## config.mk

```make
export PLATFORM = sky130hd
export DESIGN_NAME = mdu_iterative
export DESIGN_NICKNAME = d
export VERILOG_FILES = /design/src/rtl/mdu_pkg.sv /design/src/rtl/mdu_shift_engine.sv /design/src/rtl/mdu_iterative.sv
export SDC_FILE = /design/constraint.sdc
export NUM_CORES = 1
export LEC_CHECK = 0
export ABC_CLOCK_PERIOD_IN_PS = 8200
export CAP_MARGIN = 25
export CORE_MARGIN = 2
export CORE_UTILIZATION = 30
export DETAILED_ROUTE_END_ITERATION = 8
export PLACE_DENSITY_LB_ADDON = 0.25
export SYNTH_ARGS = -nofsm -noshare
export SYNTH_HDL_FRONTEND = slang
export SYNTH_SLANG_ARGS = --single-unit
```

## constraint.sdc

```tcl
create_clock -name clk -period 8.2 [get_ports clk]
set_clock_uncertainty 0.2 [all_clocks]
set_input_delay 0.82 -clock clk [delete_from_list [all_inputs] [get_ports clk]]
set_output_delay 0.82 -clock clk [all_outputs]
set_load 0.005 [all_outputs]
```

## src/rtl/mdu_pkg.sv

```systemverilog
// Shared types and decode helpers for the iterative RV32M multiply/divide unit.
package mdu_pkg;

  typedef enum logic [2:0] {
    MDU_MUL    = 3'b000,
    MDU_MULH   = 3'b001,
    MDU_MULHSU = 3'b010,
    MDU_MULHU  = 3'b011,
    MDU_DIV    = 3'b100,
    MDU_DIVU   = 3'b101,
    MDU_REM    = 3'b110,
    MDU_REMU   = 3'b111
  } mdu_op_e;

  typedef enum logic [1:0] {
    ST_IDLE = 2'b00,
    ST_BUSY = 2'b01,
    ST_DONE = 2'b10
  } mdu_state_e;

  typedef enum logic {
    ENG_MUL = 1'b0,
    ENG_DIV = 1'b1
  } engine_mode_e;

  function automatic logic is_div(mdu_op_e op);
    return op[2];
  endfunction

  function automatic logic a_signed(mdu_op_e op);
    return op inside {MDU_MUL, MDU_MULH, MDU_MULHSU, MDU_DIV, MDU_REM};
  endfunction

  function automatic logic b_signed(mdu_op_e op);
    return op inside {MDU_MUL, MDU_MULH, MDU_DIV, MDU_REM};
  endfunction

endpackage

```

## src/rtl/mdu_shift_engine.sv

```systemverilog
// Radix-2 unsigned engine: shift-add multiply or restoring shift-subtract divide,
// one step per enabled edge, on a 2W-bit accumulator {high, low}.
module mdu_shift_engine
  import mdu_pkg::*;
#(
  parameter int W = 32
) (
  input  logic           clk,
  input  logic           reset_n,
  input  logic           clear,
  input  logic           load,
  input  logic           step,
  input  engine_mode_e   load_mode,
  input  logic [W-1:0]   load_a,
  input  logic [W-1:0]   load_b,
  output logic [2*W-1:0] acc_next,
  output logic           last
);

  localparam int CW = $clog2(W + 1);
  localparam logic [CW-1:0] LAST_STEP = CW'(W - 1);

  logic [2*W-1:0] acc;
  logic [W-1:0]   operand;
  engine_mode_e   mode;
  logic [CW-1:0]  count;

  logic [W:0] mul_sum;
  logic [W:0] div_shift;
  logic [W:0] div_diff;

  // Multiply: high half accumulates, low half holds the multiplier shifting out.
  // Divide: high half is the partial remainder, low half the dividend becoming quotient.
  // NOTE: every signal written in always_comb is assigned first so no latch is inferred.
  always_comb begin
    mul_sum   = {1'b0, acc[2*W-1:W]} + (acc[0] ? {1'b0, operand} : '0);
    div_shift = acc[2*W-1:W-1];
    div_diff  = div_shift - {1'b0, operand};
    acc_next  = {mul_sum, acc[W-1:1]};
    if (mode == ENG_DIV) begin
      if (div_diff[W]) acc_next = {div_shift[W-1:0], acc[W-2:0], 1'b0};
      else             acc_next = {div_diff[W-1:0],  acc[W-2:0], 1'b1};
    end
  end

  assign last = (count == LAST_STEP);

  // NOTE: state registers use non-blocking assignments so every flop samples pre-edge values.
  always_ff @(posedge clk) begin
    if (!reset_n) begin
      acc     <= '0;
      operand <= '0;
      mode    <= ENG_MUL;
      count   <= '0;
    end else if (clear) begin
      count <= '0;
    end else if (load) begin
      acc     <= {{W{1'b0}}, load_a};
      operand <= load_b;
      mode    <= load_mode;
      count   <= '0;
    end else if (step) begin
      acc   <= acc_next;
      count <= count + 1'b1;
    end
  end

endmodule

```

## src/rtl/mdu_iterative.sv

```systemverilog
// Iterative RV32M multiply/divide unit with valid/ready handshakes, tag passthrough,
// flush abort and single-cycle fast paths for divide-by-zero and signed overflow.
module mdu_iterative
  import mdu_pkg::*;
#(
  parameter int DATA_WIDTH = 32,
  parameter int TAG_WIDTH  = 5
) (
  input  logic                  clk,
  input  logic                  reset_n,
  input  logic                  flush,
  input  logic                  in_valid,
  output logic                  in_ready,
  input  logic [2:0]            in_op,
  input  logic [DATA_WIDTH-1:0] in_src_a,
  input  logic [DATA_WIDTH-1:0] in_src_b,
  input  logic [TAG_WIDTH-1:0]  in_tag,
  output logic                  out_valid,
  input  logic                  out_ready,
  output logic [DATA_WIDTH-1:0] out_result,
  output logic [TAG_WIDTH-1:0]  out_tag
);

  localparam int W = DATA_WIDTH;
  localparam logic [W-1:0] MIN_NEG = {1'b1, {(W-1){1'b0}}};

  mdu_state_e           state;
  mdu_op_e              op_in;
  mdu_op_e              op_q;
  logic                 neg_res_q;
  logic                 neg_rem_q;
  logic [TAG_WIDTH-1:0] tag_q;

  logic         accept;
  logic         a_neg, b_neg;
  logic [W-1:0] a_mag, b_mag;
  logic         div_zero, div_ovf, fast;
  logic [W-1:0] fast_result;

  logic [2*W-1:0] eng_acc_next;
  logic           eng_last;
  logic [2*W-1:0] prod;
  logic [W-1:0]   quo, rem, final_result;

  assign op_in    = mdu_op_e'(in_op);
  assign in_ready = (state == ST_IDLE) && !flush;
  assign accept   = in_valid && in_ready;

  // Pre-processing: operand magnitudes, sign flags and fast-path detection.
  always_comb begin
    a_neg    = a_signed(op_in) && in_src_a[W-1];
    b_neg    = b_signed(op_in) && in_src_b[W-1];
    a_mag    = a_neg ? (~in_src_a + 1'b1) : in_src_a;
    b_mag    = b_neg ? (~in_src_b + 1'b1) : in_src_b;
    div_zero = is_div(op_in) && (in_src_b == '0);
    div_ovf  = (op_in == MDU_DIV || op_in == MDU_REM) &&
               (in_src_a == MIN_NEG) && (in_src_b == '1);
    fast     = div_zero || div_ovf;
    if (div_zero) fast_result = (op_in == MDU_DIV || op_in == MDU_DIVU) ? '1 : in_src_a;
    else if (op_in == MDU_DIV) fast_result = MIN_NEG;
    else fast_result = '0;
  end

  mdu_shift_engine #(.W(W)) u_engine (
    .clk       (clk),
    .reset_n   (reset_n),
    .clear     (flush),
    .load      (accept),
    .step      (state == ST_BUSY),
    .load_mode (is_div(op_in) ? ENG_DIV : ENG_MUL),
    .load_a    (a_mag),
    .load_b    (b_mag),
    .acc_next  (eng_acc_next),
    .last      (eng_last)
  );

  // Sign correction applied to the engine's final step value.
  always_comb begin
    prod = neg_res_q ? -eng_acc_next : eng_acc_next;
    quo  = neg_res_q ? -eng_acc_next[W-1:0] : eng_acc_next[W-1:0];
    rem  = neg_rem_q ? -eng_acc_next[2*W-1:W] : eng_acc_next[2*W-1:W];
    case (op_q)
      MDU_MUL:                        final_result = prod[W-1:0];
      MDU_MULH, MDU_MULHSU, MDU_MULHU: final_result = prod[2*W-1:W];
      MDU_DIV, MDU_DIVU:              final_result = quo;
      default:                        final_result = rem;
    endcase
  end

  always_ff @(posedge clk) begin
    if (!reset_n) begin
      state      <= ST_IDLE;
      op_q       <= MDU_MUL;
      neg_res_q  <= 1'b0;
      neg_rem_q  <= 1'b0;
      tag_q      <= '0;
      out_valid  <= 1'b0;
      out_result <= '0;
      out_tag    <= '0;
    end else if (flush) begin
      state     <= ST_IDLE;
      out_valid <= 1'b0;
    end else begin
      case (state)
        ST_IDLE: begin
          if (in_valid) begin
            op_q      <= op_in;
            neg_res_q <= a_neg ^ b_neg;
            neg_rem_q <= a_neg;
            tag_q     <= in_tag;
            if (fast) begin
              state      <= ST_DONE;
              out_valid  <= 1'b1;
              out_result <= fast_result;
              out_tag    <= in_tag;
            end else begin
              state <= ST_BUSY;
            end
          end
        end
        ST_BUSY: begin
          if (eng_last) begin
            state      <= ST_DONE;
            out_valid  <= 1'b1;
            out_result <= final_result;
            out_tag    <= tag_q;
          end
        end
        ST_DONE: begin
          if (out_ready) begin
            state     <= ST_IDLE;
            out_valid <= 1'b0;
          end
        end
        default: state <= ST_IDLE;
      endcase
    end
  end

endmodule
```

Word level (Yosys, flattened, before mapping)
Cells that the tools add are included.

operators by class
  reduce and logical (&&, ||, !) cells = 30
  $add $sub $neg = 8
  eq/ne operators = 19
  bitwise operators = 5
  muxes and demuxes = 33

operators by type and width
  operator                                              number
  2-to-1 mux 32 bit                                     11
  2-to-1 mux 64 bit                                     5
  case mux 32 bit (3 select lines)                      1
  adder 32 x 1 -> 32 bit (second input constant)        2
  equality test 32 bit (second input constant)          2
  negator 32 bit                                        2
  negator 64 bit                                        1
  NOT 32 bit                                            2
  case mux 32 bit (2 select lines)                      1
  adder 32 x 33 -> 33 bit                               1
  subtractor 33 x 32 -> 33 bit                          1
  zero test 32 bit                                      1
  equality test 3 bit (second input constant)           5
  2-to-1 mux 5 bit                                      3
  case mux 5 bit (2 select lines)                       1
  AND reduction 5 bit                                   2
  equality test 3 x 2 -> 1 bit (second input constant)  3
  2-to-1 mux 2 bit                                      4
  inequality test 2 bit (second input constant)         4
  logical AND 1 bit                                     7
  adder 6 x 1 -> 6 bit (second input constant)          1
  equality test 3 x 1 -> 1 bit (second input constant)  2
  equality test 6 x 5 -> 1 bit (second input constant)  1
  zero test 3 bit                                       2
  18 further kinds                                      30

storage, ports and cells
  input bits = 77
  logic and storage cells = 107
  bits in registers = 153

Longest topological paths before layout
Gate-level depths: netlist (run 1).

  depth after elaboration = 8
  mapped depth = 26

Hierarchy
From an unflattened synthesis (run 1), not the netlist that was laid out.

unflattened totals
  cell total of the unflattened synthesis = 2178
  area, all modules = 15478.6 um2

by module, submodules not included
  module            area an instance (um2)  times used  seq. area each (um2)  cells an instance
  mdu_shift_engine  8879.8                  1           2062.0                1194
  mdu_iterative     6598.8                  1           1001.0                984

Least setup slack after synthesis (run 1)
No wires, ideal clock.

  kind = register to register
  from = reg u_engine.mode
  to = reg out_result[30]
  stages on the path, launching flop included = 24
  slack = 2356 ps
  arrival = 5563 ps
  library setup time = 81 ps
  data required time = 7919 ps
  cell sequence = dfxtp_1 > buf_2 > buf_2 > buf_2 > buf_2 > buf_2 > clkbuf_1 > buf_1 > buf_2 > buf_2 > mux2i_1 > ha_1 > o211ai_1 > or3_1 > or3_1 > clkbuf_1 > or3_1 > clkbuf_1 > nor4_1 > nand2_1 > o41ai_1 > xnor2_1 > nand2_1 > a41oi_1

between the ends
  word-level cells in the longest chain between the ends = 6
  elaborated cells between the ends (all ways) = 10
  those cells by class = 3 x add/sub; 7 x mux

ends and longest elaborated chain
  item                                             line                    source
  start: declaration                               mdu_shift_engine.sv:25  engine_mode_e mode;
  start signal: assignment                         mdu_shift_engine.sv:60  mode <= load_mode;
  2-to-1 mux 64 bit (*)                            mdu_shift_engine.sv:40  if (mode == ENG_DIV) begin
  negator 64 bit, or another cell as far along     mdu_iterative.sv:79     prod = neg_res_q ? -eng_acc_next : eng_acc_next;
  2-to-1 mux 64 bit, or another cell as far along  mdu_iterative.sv:79
  case mux 32 bit (3 select lines) (*)             mdu_iterative.sv:82     case (op_q)
  2-to-1 mux 32 bit (*)                            mdu_iterative.sv:122    if (eng_last) begin
  case mux 32 bit (2 select lines) (*)             mdu_iterative.sv:104    case (state)
  end signal: assignment                           mdu_iterative.sv:114    out_result <= fast_result;
  end signal: assignment                           mdu_iterative.sv:125    out_result <= final_result;
  end: declaration                                 mdu_iterative.sv:20     output logic [DATA_WIDTH-1:0] out_result,

Every way passes the cells marked *; elsewhere a longest branch is shown, timed or not. The select of a mux whose other input is x is not followed.
A chain may end at the register's enable or synchronous reset.

Final worst setup path (run 1)
  from = reg u_engine.operand[26]
  to = reg out_result[30]

between the ends
  word-level cells in the longest chain between the ends = 8
  elaborated cells between the ends (all ways) = 14
  those cells by class = 5 x add/sub; 9 x mux

ends and longest elaborated chain
  item                                                                      line                                            source
  start: declaration                                                        mdu_shift_engine.sv:24                          logic [W-1:0] operand;
  start signal: assignment                                                  mdu_shift_engine.sv:59                          operand <= load_b;
  subtractor 33 x 32 -> 33 bit / 2-to-1 mux 32 bit (equally long branches)  mdu_shift_engine.sv:38, mdu_shift_engine.sv:36
  2-to-1 mux 64 bit / adder 32 x 33 -> 33 bit (equally long branches)       mdu_shift_engine.sv:41, mdu_shift_engine.sv:36
  2-to-1 mux 64 bit (*)                                                     mdu_shift_engine.sv:40
  negator 64 bit, or another cell as far along                              mdu_iterative.sv:79
  2-to-1 mux 64 bit, or another cell as far along                           mdu_iterative.sv:79
  case mux 32 bit (3 select lines) (*)                                      mdu_iterative.sv:82
  2-to-1 mux 32 bit (*)                                                     mdu_iterative.sv:122
  case mux 32 bit (2 select lines) (*)                                      mdu_iterative.sv:104

Marked as above.

==> impl_metrics.env, run 1 <==
export IMPL_intPower_mw=1.52
export IMPL_dr_first_iter_drc_count=1767
export IMPL_status="completed"
export IMPL_grt_pass1_wl_um=96400
export IMPL_cts_made_buffers=17
export IMPL_final_cell_mix="nand2_1 (221), a21oi_1 (189), dfxtp_1 (151)"
export IMPL_grt_pass1_vias=15787
export IMPL_dp_hpwl_um=48500
export IMPL_die_h_um=233
export IMPL_cts_hold_repair_buffers=0
export IMPL_fmax_mhz=146
export IMPL_row_count=84
export IMPL_final_setup_tns_ns=0
export IMPL_synth_compound_area_share=0.312
export IMPL_ios=116
export IMPL_core_area_um2=52200
export IMPL_cts_resized=0
export IMPL_max_vdd_ir_drop_mv=0.169
export IMPL_synth_edf_count=0
export IMPL_drive_above_1_share=0.0610
export IMPL_finalSetupViolations=0
export IMPL_finalNonFillerCells=2903
export IMPL_start_kind="flip-flop"
export IMPL_hold_viol=0
export IMPL_insertion_delay_ns=0.48
export IMPL_wl_per_cell_um=21.8
export IMPL_synthMuxAreaShare=0.0383
export IMPL_synthFlopType="dfxtp_1"
export IMPL_track_usage=0.230
export IMPL_yosysWarnings=0
export IMPL_swShare=0.368
export IMPL_die_width_um=233
export IMPL_yosysSeqAreaShare=0.194
export IMPL_gp_congestion=0.955
export IMPL_synth_xor_area_share=0.101
export IMPL_finalCritPeriodShare=0.835
export IMPL_synth_nets=2324
export IMPL_global_route_overflow_total=0
export IMPL_clkSinkCount=153
export IMPL_clockBufferDepth=2
export IMPL_rsz0062_at_grt="no"
export IMPL_cts_setup_buffers=0
export IMPL_hp_class="flip-flop to flip-flop"
export IMPL_avgSynthCellArea_um2=7.25
export IMPL_async_flop_share=0
export IMPL_p_per_area_nw_per_um2=132
export IMPL_drc=0
export IMPL_antenna_found_initial=1
export IMPL_tritoncts="yes"
export IMPL_vias=17088
export IMPL_viasPerCell=5.89
export IMPL_cp_end_kind="flip-flop"
export IMPL_start_util=0.302
export IMPL_critPathMaxFanout=8
export IMPL_layout_min_cycle_time_ns=6.84
export IMPL_portBuffers=115
export IMPL_fin_nets=2350
export IMPL_htree_levels=4
export IMPL_slew_violations=0
export IMPL_synth_seq_cells=153
export IMPL_cts_root_buf="clkbuf_16"
export IMPL_power_leakage_nw=6.95
export IMPL_path_clk_slew_ns=0.08
export IMPL_netSwitchingPower_uw=884
export IMPL_first_pass_iters=6
export IMPL_routed_wl_um=63400
export IMPL_combPwrFrac=0.302
export IMPL_total_power_mw=2.40
export IMPL_synthSimpleGateAreaFrac=0.243
export IMPL_cp_data_arrival_time_ns=7.05
export IMPL_netlist_area_um2=15800
export IMPL_synthDistinctLibCells=89
export IMPL_die_area_um2=54400
export IMPL_synth_adder_area_share=0.0581
export IMPL_grt_max_degree=97
export IMPL_netlist_instances=2175
export IMPL_required_ns=8.41
export IMPL_synth_top_family_by_area="compound AO/OA/AOI/OAI gates"
export IMPL_syn_to_final_growth_pct=15.2
export IMPL_ant_nets=0
export IMPL_slew_limit_headroom=0.297
export IMPL_post_route_util=0.348
export IMPL_pwr_share_clk=0.367
export IMPL_worst_slew_pin_slew_ns=1.05
export IMPL_mostFrequentLayoutCell="nand2_1"
export IMPL_seqPwrFrac=0.331
export IMPL_dp_cells=2868
export IMPL_max_cap_violations=0
export IMPL_worstSetupPathType="flip-flop to flip-flop"
==> routing by layer <==
metal / wire, µm / track usage
met1: 28800 / 0.314
met2: 28700 / 0.362
met3: 3880 / 0.0380
met4: 2040 / 0.0846
met5: 0 / 0
==> Yosys cell counts, drive strengths merged, types with 7 or more instances <==
cell    instances  area (µm²)
nor3           73         370
nand2         223         840
a21o           24         180
a211oi         49         368
a21oi         190         955
a31oi          24         150
a211o           8        70.1
nor4           20         144
and2           58         365
o211a          39         390
xor2           98         858
nor2          143         537
o211ai         26         205
or4             9        75.1
or2            14        87.6
o22ai           7        43.8
a21boi         17         128
o31ai          35         263
o221ai         18         158
ha             70         876
mux2i          42         420
o21ai         152         761
a22oi          34         255
a311oi         10         100
buf            28         148
o41ai          16         155
and3            7        48.8
clkbuf        115         433
nand2b         21         131
mux2           16         184
nand4          29         194
inv            67         251
xnor2          84         736
dfxtp         153        3060
a22o           15         131
nand3          52         260
a221oi          8        70.1
nor2b          70         438
or3            30         188
==> final timing paths <==
kind / from / to / slack, ns / depth (start not counted)
worst min register to register: tag_q[4] / tag_q[4] / 0.27 / 2
worst min-delay path: tag_q[4] / tag_q[4] / 0.27 / 2
worst max-delay path: u_engine.operand[26] / out_result[30] / 1.36 / 20
worst max register to register: u_engine.operand[26] / out_result[30] / 1.36 / 20
==> layout make-up <==
cell class                      instances  area [µm²]
Timing Repair Buffer                  150        1420
Clock inverter                         14         183
Antenna cell                            1        2.50
Inverter                               68         255
Multi-Input combinational cell       1811       11900
Fill cell                            5568       34100
Tap cell                              688         861
Clock buffer                           18         439
Sequential cell                       153        3070
==> power groups by stage <==
stage	Sequential, mW	Clock (mW)	Combinational, mW
after global placement	0.811	0	0.704
after floorplan	0.798	0	0.474
final	0.796	0.882	0.727
after detailed placement	0.812	0	0.706
after global routing	0.799	0.923	0.785
after CTS	0.795	0.891	0.709
==> cell families (layout without fill, tap and decap cells) <==
family                   count (synthesis)  in the layout
AO/OA/AOI/OAI                          732            732
XOR/XNOR                               182            182
adder cells (fa/ha/maj)                 72             72
buffers and inverters                  211            250
flip-flops                             153            153
multiplexers                            58             58
other                                    0              1
AND/OR/NAND/NOR                        767            767
==> registers in the layout, indices dropped and copies added, names as in the netlist <==
signal / flops
neg_res_q: 1
state: 2
u_engine.acc: 64
out_result: 32
out_valid: 1
u_engine.operand: 32
u_engine.count: 6
tag_q: 5
out_tag: 5
op_q: 3
u_engine.mode: 1
neg_rem_q: 1
==> metrics by stage <==
step                      area [µm²]  hold slack [ns]  worst slack, ns
after floorplan                15800            0.244             2.36
after global placement         17500            0.251             1.61
after detailed placement       17500            0.253             1.54
after CTS                      18100            0.271             1.51
after global routing           18200            0.293            0.959
final                          18200            0.269             1.36
==> critical path, cell delays in order, from the launching register on <==
cell and delay, ns:
dfxtp_1 0.36, inv_1 0.05, ha_1 0.43, nand4_2 0.19
nor4_2 0.47, a221oi_1 0.17, a21boi_0 0.79, a211o_1 0.20
nor2_1 0.14, a21oi_1 0.29, ha_1 0.25, o211ai_1 0.22
or3_1 0.47, or3_1 0.48, or3_1 0.56, nor4_1 0.38
nand2_1 0.24, o41ai_1 0.47, xnor2_1 0.17, nand2_1 0.07
a41oi_1 0.18
No activity file was read; power rests on OpenSTA's default activity.
==> inputs of run 2 (changes only) <==
--- a/config.mk
+++ b/config.mk
@@ -5,7 +5,7 @@
 export SDC_FILE = /design/constraint.sdc
 export NUM_CORES = 1
 export LEC_CHECK = 0
-export ABC_CLOCK_PERIOD_IN_PS = 8200
+export ABC_CLOCK_PERIOD_IN_PS = 5880
 export CAP_MARGIN = 25
 export CORE_MARGIN = 2
 export CORE_UTILIZATION = 30
==> constraint.sdc (replaced) <==
create_clock -name clk -period 5.88 [get_ports clk]
set_clock_uncertainty 0.2 [all_clocks]
set_input_delay 0.588 -clock clk [delete_from_list [all_inputs] [get_ports clk]]
set_output_delay 0.588 -clock clk [all_outputs]
set_load 0.005 [all_outputs]
==> run 2 against run 1 <==
Net effect:
- via count increased by 0.67%
- critical endpoint unchanged
- sequential power increased by 38%
- total power grew 40%
- count of clock-buffer cells in the layout is 1 higher
- global-route usage up 1.2 points
- worst hold slack lost 0.0019 ns
- maximum frequency grew 21%
- critical path type unchanged
- sequential share of layout area down 0.42 points
==> impl_metrics.env, run 2 (synthesis gave the netlist of run 1 again) <==
export IMPL_largest_reg_flops=64
export IMPL_intPower_mw=2.09
export IMPL_finalSetupViolations=0
export IMPL_wl_met2_um=29900
export IMPL_top_regs="u_engine.acc (64), out_result (32), u_engine.operand (32)"
export IMPL_start_util=0.302
export IMPL_rsz0062_at_grt="yes"
export IMPL_required_ns=6.09
export IMPL_fillCellCount=5510
export IMPL_dr_first_iter_drc_count=1447
export IMPL_cts_setup_buffers=0
export IMPL_fmax_mhz=177
export IMPL_pwr_share_clk=0.349
export IMPL_status="completed"
export IMPL_hp_class="flip-flop to flip-flop"
export IMPL_max_cap_violations=0
export IMPL_grt_pass1_wl_um=100000
export IMPL_vias=17203
export IMPL_mostFrequentLayoutCell="nand2_1"
export IMPL_fin_nets=2411
export IMPL_cp_end_kind="flip-flop"
export IMPL_die_width_um=233
export IMPL_dp_hpwl_um=51800
export IMPL_clockBufferDepth=2
export IMPL_seqPwrFrac=0.329
export IMPL_tritoncts="yes"
export IMPL_htree_levels=4
export IMPL_routed_wl_um=66600
export IMPL_grt_pass1_vias=16279
export IMPL_cts_made_buffers=17
export IMPL_cp_data_arrival_time_ns=5.87
export IMPL_stdcell_area_um2=18600
export IMPL_drive_above_1_share=0.0870
export IMPL_top_layer="met4"
export IMPL_die_area_um2=54400
export IMPL_ios=116
export IMPL_dr_wl_met3_um=3780
export IMPL_final_cell_mix="nand2_1 (221), a21oi_1 (189), dfxtp_1 (151)"
export IMPL_wl_per_cell_um=22.5
export IMPL_crit_top_cell="or3_1"
export IMPL_top_register="u_engine.acc"
export IMPL_power_leakage_nw=7.24
export IMPL_hold_viol=0
export IMPL_viasPerCell=5.80
export IMPL_post_route_util=0.357
export IMPL_insertion_delay_ns=0.48
export IMPL_slew_violations=0
export IMPL_combPwrFrac=0.322
export IMPL_critPathMaxStageDelay_ns=0.45
export IMPL_swShare=0.378
export IMPL_first_pass_iters=5
export IMPL_slowest_stage="o41ai_1"
export IMPL_setup_slack_ns=0.219
export IMPL_global_route_overflow_total=0
export IMPL_cts_hold_repair_buffers=0
export IMPL_p_per_area_nw_per_um2=180
export IMPL_max_vdd_ir_drop_mv=0.248
export IMPL_path_clk_slew_ns=0.07
export IMPL_cp_buffers_inverters=1
export IMPL_ant_nets=0
export IMPL_worstSetupPathType="flip-flop to flip-flop"
export IMPL_portBuffers=115
export IMPL_row_count=84
export IMPL_die_h_um=233
export IMPL_critPathMaxFanout=6
export IMPL_clkSinkCount=153
export IMPL_drc=0
export IMPL_hold_slack_ns=0.267
export IMPL_finalCritPeriodShare=0.963
export IMPL_dp_cells=2930
export IMPL_slew_limit_headroom=0.309
export IMPL_cts_root_buf="clkbuf_16"
export IMPL_worst_slew_pin_slew_ns=1.03
export IMPL_grt_max_degree=96
export IMPL_wl_met1_um=30600
export IMPL_gp_congestion=0.972
export IMPL_cp_top_family="compound AO/OA/AOI/OAI gates"
export IMPL_start_kind="flip-flop"
export IMPL_layout_min_cycle_time_ns=5.66
export IMPL_pre_cts_slack_ns=0.293
export IMPL_core_area_um2=52200
export IMPL_track_usage=0.242
export IMPL_path_cells="inv_1 -> ha_1 -> and2_4 -> a221o_1 -> a221o_1 -> o211ai_2 -> a211o_1 -> nor2_1 -> a21oi_1 -> ha_1 -> o211ai_1 -> or3_1 -> or3_1 -> or3_1 -> nor4_1 -> nand2_1 -> o41ai_1 -> xnor2_1 -> nand2_1 -> a41oi_1"
export IMPL_antenna_found_initial=1
export IMPL_syn_to_final_growth_pct=18.1
export IMPL_placed_cell_area_um2=18000
export IMPL_netSwitchingPower_mw=1.27
export IMPL_finalNonFillerCells=2964
[run 2: routing by layer]
layer,global-route usage,vias up
met2,0.380,584
met4,0.0922,0
li1,-,8167
met3,0.0400,104
met5,0,-
met1,0.329,8348
[run 2: worst register-to-register path, cell delays in order (launching register included)]
cell and delay [ns]:
dfxtp_1 0.38, inv_1 0.06, ha_1 0.38, and2_4 0.21, a221o_1 0.41, a221o_1 0.41, o211ai_2 0.19, a211o_1 0.18
nor2_1 0.10, a21oi_1 0.19, ha_1 0.21, o211ai_1 0.17, or3_1 0.42, or3_1 0.35, or3_1 0.35, nor4_1 0.28
nand2_1 0.22, o41ai_1 0.45, xnor2_1 0.17, nand2_1 0.07, a41oi_1 0.19
[run 2: cell type report]
| class | instances | area, µm² | area share |
|---|---|---|---|
| Antenna cell | 1 | 2.50 | 0.000134 |
| Tap cell | 688 | 861 | 0.0462 |
| Sequential cell | 153 | 3070 | 0.165 |
| Inverter | 68 | 255 | 0.0137 |
| Timing Repair Buffer | 211 | 1880 | 0.101 |
| Clock buffer | 19 | 454 | 0.0244 |
| Multi-Input combinational cell | 1811 | 12000 | 0.643 |
| Clock inverter | 13 | 133 | 0.00712 |
[run 2: per-stage QoR]
stage / total power, mW / TNS (ns)
finish: 3.36 / 0
global placement: 2.18 / 0
CTS: 3.35 / 0
global route: 3.49 / -0.00748
floorplan: 1.77 / 0
detailed placement: 2.18 / 0
[run 2: path summary, 6_finish.rpt]
check	startpoint	endpoint	slack [ns]	cells past startpoint
worst min-delay path	out_result[5]	out_result[5]	0.27	1
worst max register to register	u_engine.operand[11]	out_result[30]	0.22	20
worst min register to register	out_result[5]	out_result[5]	0.27	1
worst max-delay path	u_engine.operand[11]	out_result[30]	0.22	20
[run 2: timing repair]
item                       in CTS  in global routing
hold endpoints to repair        0                  0
setup endpoints to repair       0                  5
gates resized for setup         0                  7
[run 2: power by group through the flow]
stage / Clock [mW] / Combinational [mW] / Sequential (mW)
4_1_cts: 1.19 / 1.06 / 1.10
3_5_place_dp: 0 / 1.05 / 1.13
2_1_floorplan: 0 / 0.661 / 1.11
3_3_place_gp: 0 / 1.05 / 1.12
6_report: 1.17 / 1.08 / 1.10
5_1_grt: 1.22 / 1.16 / 1.11
